## src/rtl/floo_axi_sub_responder.sv

```systemverilog
// AXI4 subordinate endpoint standing in for a fixed-latency memory tile.
// Reads return the beat address as data; accesses outside the region complete with DECERR.
module floo_axi_sub_responder #(
  parameter int unsigned           AddrWidth  = 48,
  parameter int unsigned           DataWidth  = 64,
  parameter int unsigned           IdWidth    = 4,
  parameter int unsigned           Latency    = 100,
  parameter logic [AddrWidth-1:0]  BaseAddr   = '0,
  parameter logic [AddrWidth-1:0]  RegionSize = AddrWidth'('h10000)
) (
  input  logic                  clk_i,
  input  logic                  rst_i,
  input  logic                  aw_valid_i,
  output logic                  aw_ready_o,
  input  logic [IdWidth-1:0]    aw_id_i,
  input  logic [AddrWidth-1:0]  aw_addr_i,
  input  logic                  w_valid_i,
  output logic                  w_ready_o,
  input  logic                  w_last_i,
  output logic                  b_valid_o,
  input  logic                  b_ready_i,
  output logic [IdWidth-1:0]    b_id_o,
  output logic [1:0]            b_resp_o,
  input  logic                  ar_valid_i,
  output logic                  ar_ready_o,
  input  logic [IdWidth-1:0]    ar_id_i,
  input  logic [AddrWidth-1:0]  ar_addr_i,
  input  logic [7:0]            ar_len_i,
  input  logic [2:0]            ar_size_i,
  output logic                  r_valid_o,
  input  logic                  r_ready_i,
  output logic [IdWidth-1:0]    r_id_o,
  output logic [DataWidth-1:0]  r_data_o,
  output logic [1:0]            r_resp_o,
  output logic                  r_last_o,
  output logic [31:0]           num_writes_o,
  output logic [31:0]           num_reads_o
);

  // One extra bit so BaseAddr+RegionSize cannot wrap past the top of the address space.
  localparam logic [AddrWidth:0] RegionLo = {1'b0, BaseAddr};
  localparam logic [AddrWidth:0] RegionHi = {1'b0, BaseAddr} + {1'b0, RegionSize};
  localparam logic [31:0]        LatCnt   = 32'(Latency);

  function automatic logic out_of_region(input logic [AddrWidth-1:0] addr);
    return ({1'b0, addr} < RegionLo) || ({1'b0, addr} >= RegionHi);
  endfunction

  typedef enum logic [1:0] {W_IDLE, W_DATA, W_WAIT, W_RESP} w_state_e;
  typedef enum logic [1:0] {R_IDLE, R_WAIT, R_BURST} r_state_e;

  w_state_e             w_state_q, w_state_d;
  logic [31:0]          w_cnt_q, w_cnt_d;
  logic [IdWidth-1:0]   b_id_q, b_id_d;
  logic                 b_decerr_q, b_decerr_d;
  logic                 aw_ready_q, aw_ready_d;
  logic                 w_ready_q, w_ready_d;
  logic                 b_valid_q, b_valid_d;
  logic [31:0]          num_writes_q, num_writes_d;

  r_state_e             r_state_q, r_state_d;
  logic [31:0]          r_cnt_q, r_cnt_d;
  logic [IdWidth-1:0]   r_id_q, r_id_d;
  logic [AddrWidth-1:0] r_addr_q, r_addr_d;
  logic [7:0]           r_len_q, r_len_d;
  logic [2:0]           r_size_q, r_size_d;
  logic [7:0]           r_beat_q, r_beat_d;
  logic                 r_decerr_q, r_decerr_d;
  logic                 ar_ready_q, ar_ready_d;
  logic                 r_valid_q, r_valid_d;
  logic [31:0]          num_reads_q, num_reads_d;

  logic [AddrWidth-1:0] r_beat_addr;

  always_comb begin
    w_state_d    = w_state_q;
    w_cnt_d      = w_cnt_q;
    b_id_d       = b_id_q;
    b_decerr_d   = b_decerr_q;
    num_writes_d = num_writes_q;
    case (w_state_q)
      W_IDLE: if (aw_valid_i && aw_ready_q) begin
        b_id_d     = aw_id_i;
        b_decerr_d = out_of_region(aw_addr_i);
        w_state_d  = W_DATA;
      end
      W_DATA: if (w_valid_i && w_ready_q && w_last_i) begin
        w_cnt_d   = LatCnt;
        w_state_d = (LatCnt == 32'd0) ? W_RESP : W_WAIT;
      end
      // Leaving on count 1 lands b_valid exactly Latency cycles after entering the wait.
      W_WAIT: begin
        if (w_cnt_q != 32'd0) w_cnt_d = w_cnt_q - 32'd1;
        if (w_cnt_q <= 32'd1) w_state_d = W_RESP;
      end
      W_RESP: if (b_valid_q && b_ready_i) begin
        w_state_d = W_IDLE;
        if (num_writes_q != 32'hFFFF_FFFF) num_writes_d = num_writes_q + 32'd1;
      end
      default: w_state_d = W_IDLE;
    endcase
    aw_ready_d = (w_state_d == W_IDLE);
    w_ready_d  = (w_state_d == W_DATA);
    b_valid_d  = (w_state_d == W_RESP);
  end

  always_comb begin
    r_state_d   = r_state_q;
    r_cnt_d     = r_cnt_q;
    r_id_d      = r_id_q;
    r_addr_d    = r_addr_q;
    r_len_d     = r_len_q;
    r_size_d    = r_size_q;
    r_beat_d    = r_beat_q;
    r_decerr_d  = r_decerr_q;
    num_reads_d = num_reads_q;
    case (r_state_q)
      R_IDLE: if (ar_valid_i && ar_ready_q) begin
        r_id_d     = ar_id_i;
        r_addr_d   = ar_addr_i;
        r_len_d    = ar_len_i;
        r_size_d   = ar_size_i;
        r_beat_d   = 8'd0;
        r_decerr_d = out_of_region(ar_addr_i);
        r_cnt_d    = LatCnt;
        r_state_d  = (LatCnt == 32'd0) ? R_BURST : R_WAIT;
      end
      R_WAIT: begin
        if (r_cnt_q != 32'd0) r_cnt_d = r_cnt_q - 32'd1;
        if (r_cnt_q <= 32'd1) r_state_d = R_BURST;
      end
      R_BURST: if (r_valid_q && r_ready_i) begin
        r_beat_d = r_beat_q + 8'd1;
        if (r_beat_q == r_len_q) begin
          r_state_d = R_IDLE;
          if (num_reads_q != 32'hFFFF_FFFF) num_reads_d = num_reads_q + 32'd1;
        end
      end
      default: r_state_d = R_IDLE;
    endcase
    ar_ready_d = (r_state_d == R_IDLE);
    r_valid_d  = (r_state_d == R_BURST);
  end

  always_ff @(posedge clk_i) begin
    if (rst_i) begin
      w_state_q    <= W_IDLE;
      w_cnt_q      <= '0;
      b_id_q       <= '0;
      b_decerr_q   <= 1'b0;
      aw_ready_q   <= 1'b0;
      w_ready_q    <= 1'b0;
      b_valid_q    <= 1'b0;
      num_writes_q <= '0;
      r_state_q    <= R_IDLE;
      r_cnt_q      <= '0;
      r_id_q       <= '0;
      r_addr_q     <= '0;
      r_len_q      <= '0;
      r_size_q     <= '0;
      r_beat_q     <= '0;
      r_decerr_q   <= 1'b0;
      ar_ready_q   <= 1'b0;
      r_valid_q    <= 1'b0;
      num_reads_q  <= '0;
    end else begin
      w_state_q    <= w_state_d;
      w_cnt_q      <= w_cnt_d;
      b_id_q       <= b_id_d;
      b_decerr_q   <= b_decerr_d;
      aw_ready_q   <= aw_ready_d;
      w_ready_q    <= w_ready_d;
      b_valid_q    <= b_valid_d;
      num_writes_q <= num_writes_d;
      r_state_q    <= r_state_d;
      r_cnt_q      <= r_cnt_d;
      r_id_q       <= r_id_d;
      r_addr_q     <= r_addr_d;
      r_len_q      <= r_len_d;
      r_size_q     <= r_size_d;
      r_beat_q     <= r_beat_d;
      r_decerr_q   <= r_decerr_d;
      ar_ready_q   <= ar_ready_d;
      r_valid_q    <= r_valid_d;
      num_reads_q  <= num_reads_d;
    end
  end

  assign r_beat_addr = r_addr_q + (AddrWidth'(r_beat_q) << r_size_q);

  assign aw_ready_o   = aw_ready_q;
  assign w_ready_o    = w_ready_q;
  assign b_valid_o    = b_valid_q;
  assign b_id_o       = b_id_q;
  assign b_resp_o     = (b_valid_q && b_decerr_q) ? 2'b11 : 2'b00;
  assign ar_ready_o   = ar_ready_q;
  assign r_valid_o    = r_valid_q;
  assign r_id_o       = r_id_q;
  assign r_data_o     = r_valid_q ? DataWidth'(r_beat_addr) : '0;
  assign r_resp_o     = (r_valid_q && r_decerr_q) ? 2'b11 : 2'b00;
  assign r_last_o     = r_valid_q && (r_beat_q == r_len_q);
  assign num_writes_o = num_writes_q;
  assign num_reads_o  = num_reads_q;

endmodule
```

## config.mk

```make
export PLATFORM = sky130hd
export DESIGN_NAME = floo_axi_sub_responder
export DESIGN_NICKNAME = d
export VERILOG_FILES = /design/src/rtl/floo_axi_sub_responder.sv
export SDC_FILE = /design/constraint.sdc
export NUM_CORES = 1
export LEC_CHECK = 0
export BUFFER_PORTS_ARGS = -buffer_cell sky130_fd_sc_hd__clkbuf_2
export CORE_ASPECT_RATIO = 1.75
export CORE_UTILIZATION = 59
export DETAILED_ROUTE_END_ITERATION = 10
export PLACE_DENSITY = 0.87
export SLEW_MARGIN = 0
export SYNTH_ARGS = -nofsm -noshare
export SYNTH_HDL_FRONTEND = slang
export SYNTH_SLANG_ARGS = --single-unit
```

## constraint.sdc

```tcl
create_clock -name clk_i -period 8 [get_ports clk_i]
set_clock_uncertainty 0.15 [all_clocks]
set_input_delay 1.6 -clock clk_i [delete_from_list [all_inputs] [get_ports clk_i]]
set_output_delay 1.6 -clock clk_i [all_outputs]
set_load 0.01 [all_outputs]
```

== Word level (Yosys, flattened, before mapping) ==
Cells that the tools add are included.

* Flip-flop bits (word level): 214
* Bits in latches: 0
* RAM bits: 0
* Bits in read-only memories: 0
* Input port bits: 123
* Output and inout port bits: 146
* Word-level logic and storage cells: 93
* Memories: 0

* $add $sub $neg: 6
* Multipliers: 0
* Divide/modulo/power cells: 0
* Magnitude comparators: 4
* Equal/unequal tests: 16
* Shift-type cells: 1
* Mux-type cells: 22
* Bitwise operators: 0
* Reduce and logical (&&, ||, !) cells: 25

{| class="wikitable"
|+ Operator list
! operator !! number
|-
| $mux 32 || 4
|-
| $pmux 32 s2 || 2
|-
| $ge 48x17->1 const B || 2
|-
| $add 32x1->32 const B || 2
|-
| $le 32x1->1 const B || 2
|-
| $ne 32x32->1 const B || 2
|-
| $reduce_bool 32->1 || 2
|-
| $sub 32x1->32 const B || 2
|-
| $add 48x48->48 || 1
|-
| $mux 48 || 1
|-
| $shl 8x3->48 || 1
|-
| $mux 2 || 10
|-
| $mux 8 || 2
|-
| $pmux 8 s2 || 1
|-
| $reduce_and 3->1 || 4
|-
| $eq 2x2->1 const B || 5
|-
| $ne 2x2->1 const B || 5
|-
| $logic_and 1x1->1 || 9
|-
| $add 8x1->8 const B || 1
|-
| $eq 8x8->1 || 1
|-
| $logic_not 2->1 || 4
|-
| $pmux 2 s4 || 1
|-
| $eq 2x1->1 const B || 3
|-
| $pmux 2 s3 || 1
|-
| other kinds (3) || 6
|}

== Logic depth before layout (Yosys ltp) ==
Gate-level depths: netlist of run 1.

* Word-level depth: 5
* Gate-level depth with buffers: 15
* Mapped depth without buffers: 13

== Least setup slack after synthesis of run 1 ==
No wires, ideal clock.

* Path kind: flip-flop to output port
* Start: register r_size_q[0]
* End: output port r_data_o[30]
* Data arrival time: 3330 ps
* Required time: 6250 ps
* Setup slack: 2920 ps
* Stages on the path, launching flop included: 14
* Buffers on the path: 2
* Cells stage by stage: dfxtp_1 -> clkbuf_1 -> mux2_2 -> mux2i_1 -> o22ai_1 -> ha_1 -> clkbuf_1 -> nand2_1 -> o21ai_0 -> a221o_1 -> a21o_1 -> a21oi_1 -> or4_1 -> a21oi_1

* Cells in the longest elaborated chain, start to end: 3

{| class="wikitable"
|+ RTL lines
! element !! RTL line !! text
|-
| start: declaration || 66 || <nowiki>logic [2:0] r_size_q, r_size_d;</nowiki>
|-
| start signal: assignment || 180 || <nowiki>r_size_q <= r_size_d;</nowiki>
|-
| $shl 8x3->48 || 189 || <nowiki>assign r_beat_addr = r_addr_q + (AddrWidth'(r_beat_q) << r_size_q);</nowiki>
|-
| $add 48x48->48 || 189 ||
|-
| $mux 48 || 199 || <nowiki>assign r_data_o = r_valid_q ? DataWidth'(r_beat_addr) : '0;</nowiki>
|-
| end: declaration || 33 || <nowiki>output logic [DataWidth-1:0] r_data_o,</nowiki>
|}

Every way passes these cells.

== Final worst setup path of run 1 ==
* Start: register r_size_q[0]
* End: output port r_data_o[45]

Same word-level chain as after synthesis.

==> impl_metrics.prom, run 1 <==
# TYPE chip_impl_metric gauge
chip_impl_info{name="run_status",value="finished clean"} 1
chip_impl_metric{name="worstRegToRegCells",unit=""} 7
chip_impl_metric{name="ir_drop",unit="mV"} 0.225
chip_impl_metric{name="number_of_global_route_vias_before_repair",unit=""} 10500
chip_impl_metric{name="viasPerCell",unit=""} 5.82
chip_impl_metric{name="max_freq",unit="MHz"} 159
chip_impl_metric{name="start_util",unit=""} 0.606
chip_impl_metric{name="number_of_gates_resized_after_cts",unit=""} 0
chip_impl_info{name="setup.worst_path.start",value="r_size_q[0]$_SDFFE_PP0P_"} 1
chip_impl_info{name="postSynth.topFlopCell",value="dfxtp_1"} 1
chip_impl_metric{name="worst_hold_path.num_cells",unit=""} 2
chip_impl_metric{name="sum_of_buffers_and_inverters_on_the_critical_path",unit=""} 1
chip_impl_metric{name="wirelength",unit="um"} 30200
chip_impl_metric{name="synth_adder_area_share",unit=""} 0.0282
chip_impl_metric{name="antenna_violating_nets_post_route",unit=""} 0
chip_impl_metric{name="dp_slack",unit="ps"} 2350
chip_impl_info{name="endpoint_kind",value="primary output"} 1
chip_impl_metric{name="ys_warn_count",unit=""} 0
chip_impl_metric{name="die_width",unit="um"} 107
chip_impl_metric{name="synth_top_area_share",unit=""} 0.377
chip_impl_metric{name="grt_antenna_before_repair",unit=""} 1
chip_impl_metric{name="synthesis.instances",unit=""} 1458
chip_impl_metric{name="die_height",unit="um"} 186
chip_impl_metric{name="first_pass_grt_wire_length",unit="um"} 47900
chip_impl_metric{name="synth.mux.area_fraction",unit=""} 0.0191
chip_impl_metric{name="synth_enable_flop_cells",unit=""} 0
chip_impl_metric{name="grt_max_degree",unit=""} 98
chip_impl_metric{name="boundaryPins",unit=""} 269
chip_impl_metric{name="routed_wire_length_per_instance",unit="um"} 15.8
chip_impl_metric{name="drv.max_cap_violation_count",unit=""} 0
chip_impl_metric{name="placeableCoreArea",unit="um2"} 18700
chip_impl_info{name="r2r_start",value="r_valid_o$_SDFF_PP0_"} 1
chip_impl_metric{name="share_clk_of_total_power",unit=""} 0.272
chip_impl_metric{name="setup_slack",unit="ps"} 1710
chip_impl_metric{name="synth-xor-area-share",unit=""} 0.111
chip_impl_metric{name="route.detailed.drc",unit=""} 0
chip_impl_metric{name="critPathRequiredTime",unit="ps"} 6250
chip_impl_metric{name="timing.critical_path.arrival",unit="ps"} 4540
chip_impl_metric{name="number_of_fill_cells",unit=""} 1558
chip_impl_metric{name="dp_hpwl",unit="um"} 21900
chip_impl_info{name="holdPathEnd",value="r_id_o[2]$_SDFFE_PP0P_"} 1
chip_impl_metric{name="synth_compound_area_frac",unit=""} 0.106
chip_impl_metric{name="power-per-cell-area",unit="nW/um2"} 257
chip_impl_info{name="r2r-end",value="num_reads_o[22]$_SDFFE_PP0P_"} 1
chip_impl_metric{name="hold_buffers",unit=""} 0
chip_impl_info{name="timing_worst_setup_path_type",value="flip-flop to primary output"} 1
chip_impl_metric{name="routed-via-count",unit=""} 11100
chip_impl_metric{name="drive_gt1_frac",unit=""} 0.178
chip_impl_info{name="cts_root_buf",value="clkbuf_16"} 1
chip_impl_metric{name="grt.total_usage",unit=""} 0.296
chip_impl_info{name="hold_sp",value="r_id_o[2]$_SDFFE_PP0P_"} 1
chip_impl_metric{name="comb_power_share",unit=""} 0.325
chip_impl_metric{name="pleak",unit="nW"} 5.24
chip_impl_metric{name="swShare",unit=""} 0.363
chip_impl_metric{name="sequential_cell_area_fraction_in_the_yosys_report",unit=""} 0.377
chip_impl_metric{name="insertion_delay",unit="ps"} 500
chip_impl_metric{name="routability_congestion",unit=""} 0.942
chip_impl_metric{name="drt-pass1-iter-count",unit=""} 6
chip_impl_metric{name="clock_transition_at_the_register_clock_pins_on_the_worst_setup_and_hold_paths_after_cts",unit="ps"} 60
chip_impl_metric{name="finalNetCount",unit=""} 1803
chip_impl_info{name="crit_chain",value="mux2_2, mux2i_1, mux2i_1, ha_1, a21oi_1, o21ai_0, a311o_1, o31a_1, nand4_1, or4_1, a21oi_1, clkbuf_2"} 1
chip_impl_metric{name="cts_max_level",unit=""} 1
chip_impl_metric{name="setup-tns-final",unit="ps"} 0
chip_impl_metric{name="final_hold_viol_count",unit=""} 0
chip_impl_metric{name="clock_tree.buffer_depth",unit=""} 3
chip_impl_info{name="netlist.top_cell.by_area",value="dfxtp_1"} 1
chip_impl_metric{name="synthSimpleGateAreaFrac",unit=""} 0.315
chip_impl_metric{name="final_design_area_no_fill",unit="um2"} 13200
chip_impl_metric{name="postPlaceCellArea",unit="um2"} 12600
chip_impl_metric{name="flop_and_latch_count_out_of_synthesis",unit=""} 214
chip_impl_metric{name="tightest_slew",unit="ps"} 1140
chip_impl_info{name="yosys-top-cells-area",value="dfxtp_1 38%, nand2_1 6.9%, nor2_1 6.6%"} 1
chip_impl_metric{name="synth_area",unit="um2"} 11400
chip_impl_metric{name="seq_power_share",unit=""} 0.403
chip_impl_metric{name="grt-ovfl-total",unit=""} 0
chip_impl_info{name="critical-path-slowest-cell",value="dfxtp_1"} 1
chip_impl_metric{name="cts-buffers-inserted",unit=""} 21
chip_impl_metric{name="critPathMaxFanout",unit=""} 10
chip_impl_metric{name="drt_iter0_drc",unit=""} 625
chip_impl_metric{name="timing.critical_path.slowest_cell_delay",unit="ps"} 570
chip_impl_metric{name="p_switching",unit="mW"} 1.23
chip_impl_metric{name="rrSetupSlack",unit="ps"} 4430
chip_impl_metric{name="timing.final.setup_violations",unit=""} 0
chip_impl_info{name="rsz0062_at_grt",value="no"} 1
chip_impl_metric{name="final.period_utilization",unit=""} 0.786
chip_impl_metric{name="design.die.area",unit="um2"} 19800
chip_impl_metric{name="postLayoutCoreUtil",unit=""} 0.703
chip_impl_metric{name="cts_num_sinks",unit=""} 214
chip_impl_info{name="setup.worst_path.start_class",value="flip-flop"} 1
chip_impl_metric{name="timing_max_transition_violations_final",unit=""} 0
chip_impl_metric{name="p_int",unit="mW"} 2.15
chip_impl_info{name="critical_path.top_delay_family",value="compound AO/OA/AOI/OAI gates"} 1
chip_impl_metric{name="syn_avg_cell_area",unit="um2"} 7.79
chip_impl_metric{name="postCtsSetupRepairBufs",unit=""} 0
chip_impl_info{name="tritoncts",value="yes"} 1
chip_impl_metric{name="rel_slew_slack",unit=""} 0.233
chip_impl_info{name="dominant_combinational_cell_family_by_area_after_synthesis",value="simple AND/OR/NAND/NOR gates"} 1
chip_impl_metric{name="synthToLayoutAreaGrowth",unit="%"} 16.1
chip_impl_info{name="classification_of_the_worst_slack_hold_path",value="flip-flop to flip-flop"} 1
chip_impl_metric{name="period_minus_slack",unit="ps"} 6290
chip_impl_metric{name="row_count",unit=""} 66
chip_impl_metric{name="synthArstFlopShare",unit=""} 0
chip_impl_metric{name="yosysUniqueCellTypes",unit=""} 59
chip_impl_metric{name="portBuffers",unit=""} 236
[tightest hold or removal path, cell delays in order, from the launching register on]
cell and delay [ps]:
dfxtp_1 310, nand2_1 50, a21oi_1 50
[cells in the mapped netlist, types with 23 or more instances]
library cell  instances
dfxtp_1             214
nand2_1             208
nor2_1              200
a21oi_1             124
xnor2_1              85
xor2_1               59
clkbuf_1             55
nand4_1              50
nand3_1              46
nor3_1               45
nor4_1               44
o21ai_0              33
or3_1                30
ha_1                 24
inv_1                23
[worst max-delay path by stage]
stage | end | depth (start not counted)
2_1_floorplan | r_data_o[30] | 13
3_3_place_gp | r_data_o[45] | 12
3_5_place_dp | r_data_o[45] | 12
4_1_cts | r_data_o[45] | 12
5_1_grt | r_data_o[46] | 12
6_report | r_data_o[45] | 12
[logic make-up after synthesis]
kind of cell / after synthesis
AO/OA/AOI/OAI: 211
XOR/XNOR: 144
adder cells (fa/ha/maj): 25
buffers and inverters: 109
flip-flops: 214
multiplexers: 21
other: 1
AND/OR/NAND/NOR: 733
[cell type report]
type,count,area (um2),area share
inverter,23,86.3,0.00655
antenna,1,2.50,0.000190
clock buffer,30,589,0.0447
multi-input combinational,1150,6640,0.504
clock inverter,5,27.5,0.00209
timing repair buffer,245,1250,0.0950
tap,238,298,0.0226
sequential,214,4280,0.325
[sequential cells by signal, summed over array words and instances (netlist names), 8 cells and up]
signal / flops
num_writes_o: 32
r_beat_q: 8
w_cnt_q: 32
r_cnt_q: 32
r_len_q: 8
num_reads_o: 32
r_addr_q: 48
[metrics by stage]
stage | power [mW] | cells | hold slack, ps
after global routing | 3.59 | 1905 | 334
after floorplan | 2.21 | 1473 | 291
final | 3.38 | 1906 | 308
after global placement | 2.43 | 1870 | 292
after CTS | 3.39 | 1905 | 309
after detailed placement | 2.46 | 1870 | 300
[placed cells by master (no fill, tap or decap), types with 4 or more instances in the layout]
master,n
clkbuf_2,235
dfxtp_1,214
nand2_1,208
nor2_1,200
a21oi_1,124
xnor2_1,85
xor2_1,59
nand4_1,50
nand3_1,46
nor3_1,44
nor4_1,44
o21ai_0,33
or3_1,29
ha_1,24
inv_1,23
clkbuf_16,21
and3_1,19
or4_1,18
and2_1,17
mux2i_1,16
conb_1,16
nand2b_1,11
a21o_1,11
nor2b_1,10
buf_4,10
o31ai_1,8
and4_1,8
clkbuf_1,6
mux2_2,5
or2_2,5
a31oi_1,5
nand3b_1,5
o22ai_1,4
o211ai_1,4
nor3b_1,4
clkinv_2,4
[metal layers]
metal  GRT usage  vias up  wire length (um)
li1            -     5426                 -
met1       0.295     5145             10800
met2       0.589      437             16300
met3      0.0410       88              1760
met4       0.137        0              1240
met5           0        -                 0
[power by group through the flow]
| stage | sequential, mW | combinational, mW | clock (mW) |
|---|---|---|---|
| floorplan | 1.33 | 0.880 | 0 |
| global placement | 1.37 | 1.06 | 0 |
| detailed placement | 1.38 | 1.08 | 0 |
| CTS | 1.36 | 1.10 | 0.933 |
| global route | 1.38 | 1.22 | 0.977 |
| finish | 1.36 | 1.10 | 0.919 |
Power figures use the tool's default switching activity.
==> run 2: changes to the inputs <==
--- a/config.mk
+++ b/config.mk
@@ -7,9 +7,9 @@
 export LEC_CHECK = 0
 export BUFFER_PORTS_ARGS = -buffer_cell sky130_fd_sc_hd__clkbuf_2
 export CORE_ASPECT_RATIO = 1.75
-export CORE_UTILIZATION = 59
+export CORE_UTILIZATION = 55
 export DETAILED_ROUTE_END_ITERATION = 10
-export PLACE_DENSITY = 0.87
+export PLACE_DENSITY = 0.82
 export SLEW_MARGIN = 0
 export SYNTH_ARGS = -nofsm -noshare
 export SYNTH_HDL_FRONTEND = slang
==> constraint.sdc (replaced) <==
create_clock -name clk_i -period 6.55 [get_ports clk_i]
set_clock_uncertainty 0.15 [all_clocks]
set_input_delay 1.31 -clock clk_i [delete_from_list [all_inputs] [get_ports clk_i]]
set_output_delay 1.31 -clock clk_i [all_outputs]
set_load 0.01 [all_outputs]
==> impl_metrics.prom, run 2 (synthesis results as in run 1) <==
# TYPE chip_impl_metric gauge
chip_impl_metric{name="die_width",unit="um"} 111
chip_impl_metric{name="grt_max_degree",unit=""} 73
chip_impl_metric{name="multi_input_area",unit="um2"} 6640
chip_impl_metric{name="grt-ovfl-total",unit=""} 0
chip_impl_info{name="rsz0062_at_grt",value="no"} 1
chip_impl_metric{name="start_util",unit=""} 0.560
chip_impl_metric{name="power-per-cell-area",unit="nW/um2"} 325
chip_impl_metric{name="final_hold_viol_count",unit=""} 0
chip_impl_metric{name="timing.final.setup_violations",unit=""} 0
chip_impl_metric{name="number_of_fill_cells",unit=""} 1694
chip_impl_metric{name="drv.max_cap_violation_count",unit=""} 0
chip_impl_metric{name="n_antenna_cell",unit=""} 0
chip_impl_metric{name="tightest_slew",unit="ps"} 1130
chip_impl_metric{name="insertion_delay",unit="ps"} 510
chip_impl_metric{name="placeableCoreArea",unit="um2"} 20300
chip_impl_info{name="tritoncts",value="yes"} 1
chip_impl_metric{name="number_of_global_route_vias_before_repair",unit=""} 10600
chip_impl_metric{name="row_count",unit=""} 69
chip_impl_metric{name="cts-buffers-inserted",unit=""} 22
chip_impl_metric{name="finalNetCount",unit=""} 1805
chip_impl_metric{name="timing_max_transition_violations_final",unit=""} 0
chip_impl_metric{name="portBuffers",unit=""} 236
chip_impl_metric{name="setup-tns-final",unit="ps"} 0
chip_impl_metric{name="rel_slew_slack",unit=""} 0.237
chip_impl_metric{name="final.period_utilization",unit=""} 0.905
chip_impl_metric{name="synthToLayoutAreaGrowth",unit="%"} 17.7
chip_impl_metric{name="grt.total_usage",unit=""} 0.270
chip_impl_info{name="endpoint_kind",value="primary output"} 1
chip_impl_metric{name="worst_hold_path.num_cells",unit=""} 2
chip_impl_metric{name="clock_transition_at_the_register_clock_pins_on_the_worst_setup_and_hold_paths_after_cts",unit="ps"} 60
chip_impl_info{name="setup.worst_path.start_class",value="flip-flop"} 1
chip_impl_metric{name="flip_flop_count_of_the_largest_register_all_copies_and_words_added",unit=""} 48
chip_impl_metric{name="seq_area",unit="um2"} 4280
chip_impl_metric{name="dp_slack",unit="ps"} 1240
chip_impl_metric{name="grt_antenna_before_repair",unit=""} 2
chip_impl_metric{name="period_minus_slack",unit="ps"} 5920
chip_impl_metric{name="viasPerCell",unit=""} 5.77
chip_impl_info{name="layout_commonest_cell",value="clkbuf_2"} 1
chip_impl_metric{name="max_freq",unit="MHz"} 169
chip_impl_metric{name="design.die.area",unit="um2"} 21200
chip_impl_metric{name="worstRegToRegCells",unit=""} 7
chip_impl_info{name="run_status",value="finished clean"} 1
chip_impl_info{name="layout_common_cells",value="235 x clkbuf_2, 214 x dfxtp_1, 208 x nand2_1, 200 x nor2_1, 124 x a21oi_1"} 1
chip_impl_metric{name="timing.critical_path.arrival",unit="ps"} 4460
chip_impl_metric{name="die_height",unit="um"} 192
chip_impl_metric{name="postCtsSetupRepairBufs",unit=""} 0
chip_impl_metric{name="boundaryPins",unit=""} 269
chip_impl_metric{name="wirelength",unit="um"} 29700
chip_impl_metric{name="setup_slack",unit="ps"} 625
chip_impl_metric{name="routed_wire_length_per_instance",unit="um"} 15.5
chip_impl_info{name="largest_register",value="r_addr_q"} 1
chip_impl_info{name="timing_worst_setup_path_type",value="flip-flop to primary output"} 1
chip_impl_metric{name="critPathRequiredTime",unit="ps"} 5090
chip_impl_metric{name="route.detailed.drc",unit=""} 0
chip_impl_metric{name="drive_gt1_frac",unit=""} 0.183
chip_impl_metric{name="routed-via-count",unit=""} 11100
chip_impl_metric{name="ir_drop",unit="mV"} 0.345
chip_impl_metric{name="number_of_gates_resized_after_cts",unit=""} 0
chip_impl_metric{name="clock_tree.buffer_depth",unit=""} 3
chip_impl_metric{name="first_pass_grt_wire_length",unit="um"} 48100
chip_impl_info{name="classification_of_the_worst_slack_hold_path",value="flip-flop to flip-flop"} 1
chip_impl_metric{name="pleak",unit="nW"} 5.33
chip_impl_metric{name="hold_buffers",unit=""} 0
chip_impl_metric{name="antenna_violating_nets_post_route",unit=""} 0
chip_impl_metric{name="critPathMaxFanout",unit=""} 10
chip_impl_metric{name="routability_congestion",unit=""} 0.949
chip_impl_metric{name="cts_max_level",unit=""} 1
chip_impl_metric{name="drt_iter0_drc",unit=""} 832
chip_impl_metric{name="dp_hpwl",unit="um"} 21900
chip_impl_info{name="cts_root_buf",value="clkbuf_16"} 1
chip_impl_metric{name="drt-pass1-iter-count",unit=""} 5
chip_impl_metric{name="cts_num_sinks",unit=""} 214
## run 2: cell types whose count changed in the layout (fill, tap and decap cells not counted), sizes merged
cell	before	now
buf	10	11
bufinv	0	3
clkinv	4	3
clkinvlp	1	2
diode	1	0
inv	23	24
## run 2: area by class of cell
class                           instances  area share
Clock buffer                           30      0.0488
Inverter                               23     0.00646
Timing Repair Buffer                  246      0.0942
Clock inverter                          9     0.00983
Multi-Input combinational cell       1150       0.497
Tap cell                              248      0.0232
Sequential cell                       214       0.321
## run 2: power by group
group | internal, mW | switching [mW] | total (mW)
logic | 0.535 | 0.794 | 1.33
clock network | 0.817 | 0.531 | 1.35
registers | 1.47 | 0.195 | 1.67
## run 2: final timing paths
| kind | start | endpoint | slack [ps] |
|---|---|---|---|
| hold / removal | r_addr_q[0]$_SDFFE_PP0P_ | r_addr_q[0]$_SDFFE_PP0P_ | 310 |
| setup reg to reg | r_valid_o$_SDFF_PP0_ | num_reads_o[22]$_SDFFE_PP0P_ | 3010 |
| setup / recovery | r_size_q[0]$_SDFFE_PP0P_ | r_data_o[45] | 630 |
| hold reg to reg | r_addr_q[0]$_SDFFE_PP0P_ | r_addr_q[0]$_SDFFE_PP0P_ | 310 |
## run 2: per-layer routing
metal	global-route usage	up-vias	wire [um]
met5	0	-	34
met4	0.149	4	1460
met3	0.0420	114	1590
met2	0.532	398	16200
met1	0.267	5134	10400
li1	-	5421	-
## run 2: through the flow
stage	std cells	instance area, um2	power, mW	hold slack, ps	utilization
final	1920	13400	4.34	313	0.659
after CTS	1920	13400	4.37	316	0.659
after global routing	1920	13400	4.59	336	0.659
after floorplan	1473	11400	2.70	291	-
after detailed placement	1881	12600	3.01	308	0.620
after global placement	1881	12600	2.98	293	0.620
## run 2: critical path, cell delays in order, from the launching register on
cell and delay (ps):
dfxtp_1 540, mux2_2 390, nand2_1 60, o21ai_0 100
and2_1 200, ha_1 400, and3_1 250, nand4_1 130
a21oi_1 350, o31a_1 370, nand4_1 310, or4_1 500
a21oi_1 190, clkbuf_2 170
==> run 3: changes to the inputs <==
--- a/config.mk
+++ b/config.mk
@@ -5,11 +5,12 @@
 export SDC_FILE = /design/constraint.sdc
 export NUM_CORES = 1
 export LEC_CHECK = 0
+export ABC_AREA = 1
 export BUFFER_PORTS_ARGS = -buffer_cell sky130_fd_sc_hd__clkbuf_2
 export CORE_ASPECT_RATIO = 1.75
-export CORE_UTILIZATION = 55
+export CORE_UTILIZATION = 57
 export DETAILED_ROUTE_END_ITERATION = 10
-export PLACE_DENSITY = 0.82
+export PLACE_DENSITY = 0.81
 export SLEW_MARGIN = 0
 export SYNTH_ARGS = -nofsm -noshare
 export SYNTH_HDL_FRONTEND = slang
==> impl_metrics.prom, run 3 <==
# TYPE chip_impl_metric gauge
chip_impl_info{name="run_status",value="finished clean"} 1
chip_impl_metric{name="drv.max_cap_violation_count",unit=""} 0
chip_impl_metric{name="portBuffers",unit=""} 236
chip_impl_info{name="crit_path_end",value="r_data_o[38]"} 1
chip_impl_metric{name="start_util",unit=""} 0.580
chip_impl_metric{name="tightest_slew",unit="ps"} 1210
chip_impl_metric{name="timing.final.setup_violations",unit=""} 0
chip_impl_metric{name="clock_tree.buffer_depth",unit=""} 3
chip_impl_metric{name="sequential_cell_area_fraction_in_the_yosys_report",unit=""} 0.291
chip_impl_info{name="critical_path.top_delay_family",value="simple AND/OR/NAND/NOR gates"} 1
chip_impl_metric{name="synthToLayoutAreaGrowth",unit="%"} 13.5
chip_impl_metric{name="cts-buffers-inserted",unit=""} 22
chip_impl_info{name="synth.most_common_cell",value="nand2_1"} 1
chip_impl_metric{name="design.die.area",unit="um2"} 26500
chip_impl_metric{name="drive_gt1_frac",unit=""} 0.114
chip_impl_metric{name="yosysUniqueCellTypes",unit=""} 42
chip_impl_metric{name="dp_hpwl",unit="um"} 35900
chip_impl_metric{name="cts_num_sinks",unit=""} 214
chip_impl_info{name="crit_chain",value="inv_1, nand2_1, nor3_1, ha_1, inv_1, fa_1, inv_1, nand3_1, nand3_1, nand2_1, nand2_1, nand2_1, nand3_1, nand2_1, nand2_1, nand2_1, nor2_1, clkbuf_2"} 1
chip_impl_metric{name="timing.critical_path.arrival",unit="ps"} 3810
chip_impl_metric{name="routed-via-count",unit=""} 16600
chip_impl_metric{name="flop_and_latch_count_out_of_synthesis",unit=""} 214
chip_impl_metric{name="rrSetupSlack",unit="ps"} 3270
chip_impl_info{name="r2r_start",value="r_beat_q[6]$_SDFFE_PP0P_"} 1
chip_impl_info{name="hold_sp",value="r_addr_q[47]$_SDFFE_PP0P_"} 1
chip_impl_metric{name="drt-pass1-iter-count",unit=""} 6
chip_impl_info{name="synth.cells.most_frequent",value="799 x nand2_1, 538 x nor2_1, 237 x inv_1"} 1
chip_impl_metric{name="synthesis.instances",unit=""} 2545
chip_impl_metric{name="postCtsSetupRepairBufs",unit=""} 0
chip_impl_metric{name="clock_transition_at_the_register_clock_pins_on_the_worst_setup_and_hold_paths_after_cts",unit="ps"} 60
chip_impl_info{name="postSynth.topFlopCell",value="dfxtp_1"} 1
chip_impl_metric{name="synthArstFlopShare",unit=""} 0
chip_impl_metric{name="critPathRequiredTime",unit="ps"} 5090
chip_impl_info{name="r2r-end",value="num_reads_o[30]$_SDFFE_PP0P_"} 1
chip_impl_metric{name="cts_max_level",unit=""} 1
chip_impl_metric{name="final_hold_viol_count",unit=""} 0
chip_impl_info{name="setup.worst_path.start_class",value="flip-flop"} 1
chip_impl_metric{name="worstRegToRegCells",unit=""} 8
chip_impl_metric{name="die_width",unit="um"} 123
chip_impl_metric{name="flip_flop_count_of_the_largest_register_all_copies_and_words_added",unit=""} 48
chip_impl_info{name="tritoncts",value="yes"} 1
chip_impl_metric{name="first_pass_grt_wire_length",unit="um"} 75100
chip_impl_metric{name="setup-tns-final",unit="ps"} 0
chip_impl_metric{name="routability_congestion",unit=""} 1.02
chip_impl_metric{name="drt_iter0_drc",unit=""} 1142
chip_impl_info{name="setup.worst_path.start",value="r_size_q[0]$_SDFFE_PP0P_"} 1
chip_impl_metric{name="max_freq",unit="MHz"} 190
chip_impl_metric{name="viasPerCell",unit=""} 5.43
chip_impl_metric{name="routed_wire_length_per_instance",unit="um"} 15.6
chip_impl_info{name="classification_of_the_worst_slack_hold_path",value="flip-flop to flip-flop"} 1
chip_impl_metric{name="postLayoutCoreUtil",unit=""} 0.658
chip_impl_metric{name="antenna_violating_nets_post_route",unit=""} 0
chip_impl_metric{name="row_count",unit=""} 77
chip_impl_metric{name="insertion_delay",unit="ps"} 540
chip_impl_metric{name="sum_of_buffers_and_inverters_on_the_critical_path",unit=""} 4
chip_impl_metric{name="grt-ovfl-total",unit=""} 0
chip_impl_metric{name="ir_drop",unit="mV"} 0.192
chip_impl_info{name="cts_root_buf",value="clkbuf_16"} 1
chip_impl_metric{name="synth_area",unit="um2"} 14700
chip_impl_info{name="netlist.top_cell.by_area",value="dfxtp_1"} 1
chip_impl_metric{name="rel_slew_slack",unit=""} 0.190
chip_impl_metric{name="synth_top_area_share",unit=""} 0.291
chip_impl_info{name="rsz0062_at_grt",value="no"} 1
chip_impl_metric{name="critPathMaxFanout",unit=""} 16
chip_impl_metric{name="grt_antenna_before_repair",unit=""} 0
chip_impl_metric{name="number_of_global_route_vias_before_repair",unit=""} 15300
chip_impl_info{name="largest_register",value="r_addr_q"} 1
chip_impl_metric{name="timing_max_transition_violations_final",unit=""} 0
chip_impl_metric{name="grt_max_degree",unit=""} 96
chip_impl_info{name="yosys-top-cells-area",value="dfxtp_1 29%, nand2_1 20%, nor2_1 14%"} 1
chip_impl_metric{name="placeableCoreArea",unit="um2"} 25300
chip_impl_metric{name="timing.critical_path.slowest_cell_delay",unit="ps"} 440
chip_impl_metric{name="boundaryPins",unit=""} 269
chip_impl_info{name="critical-path-slowest-cell",value="dfxtp_1"} 1
chip_impl_metric{name="postPlaceCellArea",unit="um2"} 15900
chip_impl_metric{name="final_design_area_no_fill",unit="um2"} 16700
chip_impl_metric{name="die_height",unit="um"} 214
chip_impl_metric{name="timing.critical_path.depth",unit=""} 18
chip_impl_metric{name="synth_enable_flop_cells",unit=""} 0
chip_impl_info{name="path_common_cell",value="nand2_1"} 1
chip_impl_metric{name="period_minus_slack",unit="ps"} 5270
chip_impl_metric{name="hold_buffers",unit=""} 0
chip_impl_metric{name="route.detailed.drc",unit=""} 0
chip_impl_info{name="endpoint_kind",value="primary output"} 1
chip_impl_metric{name="power-per-cell-area",unit="nW/um2"} 298
chip_impl_metric{name="pleak",unit="nW"} 7.88
chip_impl_metric{name="wirelength",unit="um"} 47900
chip_impl_info{name="layout_commonest_cell",value="nand2_1"} 1
chip_impl_metric{name="ys_warn_count",unit=""} 0
chip_impl_metric{name="syn_avg_cell_area",unit="um2"} 5.78
chip_impl_metric{name="number_of_gates_resized_after_cts",unit=""} 0
chip_impl_metric{name="n_antenna_cell",unit=""} 0
chip_impl_info{name="layout_common_cells",value="798 x nand2_1, 538 x nor2_1, 236 x inv_1, 235 x clkbuf_2, 214 x dfxtp_1"} 1
chip_impl_metric{name="grt.total_usage",unit=""} 0.359
chip_impl_metric{name="final.period_utilization",unit=""} 0.804
chip_impl_metric{name="fin_worst_hold_slack",unit="ps"} 331
chip_impl_info{name="timing_worst_setup_path_type",value="flip-flop to primary output"} 1
chip_impl_metric{name="finalNetCount",unit=""} 2879
==> run 3: cell types whose count changed after synthesis, sizes merged, moves of 14 or more <==
cell	previous run	this run
or4	21	0
inv	23	239
nor2	200	552
xnor2	85	10
nand3b	5	20
and3	19	2
o21ai	33	125
nand3	47	121
nor4	46	9
and2	17	3
a21oi	124	169
or3	33	0
nand2	208	800
==> run 3: final cells by class <==
type / instances / area (um2)
clock buffer: 29 / 638
clock inverter: 9 / 148
fill: 2469 / 8660
inverter: 241 / 905
multi-input combinational: 2011 / 9090
sequential: 214 / 4280
tap: 316 / 395
timing repair buffer: 241 / 1220
==> run 3: metal layers <==
layer / vias up / GRT usage / part of all wire
met3: 167 / 0.0569 / 0.061
met2: 624 / 0.649 / 0.50
met5: - / 0 / 0
met1: 7460 / 0.371 / 0.37
met4: 0 / 0.234 / 0.068
li1: 8379 / - / -
==> run 3: how the worst min path moves through the flow <==
stage	end	slack, ps	cells after the start
global placement	r_addr_q[47]$_SDFFE_PP0P_	310	2
finish	r_addr_q[47]$_SDFFE_PP0P_	330	2
CTS	r_addr_q[47]$_SDFFE_PP0P_	330	2
global route	r_cnt_q[1]$_SDFFE_PP0P_	360	2
floorplan	r_addr_q[47]$_SDFFE_PP0P_	290	2
detailed placement	r_cnt_q[1]$_SDFFE_PP0P_	320	2
==> run 3: kinds of logic (layout without fill, tap and decap cells) <==
| family | after synthesis | count (layout) | share of synthesized area |
|---|---|---|---|
| other | 1 | 16 | 0.000255 |
| muxes | 4 | 4 | 0.00272 |
| and+or+nand+nor | 1598 | 1598 | 0.443 |
| adders and majority gates | 25 | 25 | 0.0218 |
| buffers and inverters | 335 | 520 | 0.0943 |
| AOI/OAI and AO/OA | 301 | 301 | 0.107 |
| DFF | 214 | 214 | 0.291 |
| xor gates and xnor gates | 67 | 67 | 0.0399 |
==> run 3: worst register-to-register path, delay by kind of cell (launching register included) <==
family,cells,cell delay (ps)
flip-flops,1,420
AO/OA/AOI/OAI,1,140
buffers and inverters,1,580
AND/OR/NAND/NOR,5,1770
XOR/XNOR,1,140
==> run 3: through the flow <==
stage	worst slack, ps	std cells	power [mW]
after CTS	1320	3061	4.96
after global routing	997	3061	5.29
after floorplan	2640	2560	3.05
final	1280	3061	4.97
after detailed placement	1900	3023	3.54
after global placement	1950	3023	3.49
==> run 3: power breakdown <==
part	internal, mW	switching, mW
Sequential	1.47	0.203
Clock	0.840	0.563
Combinational	0.585	1.30
Total	2.90	2.07
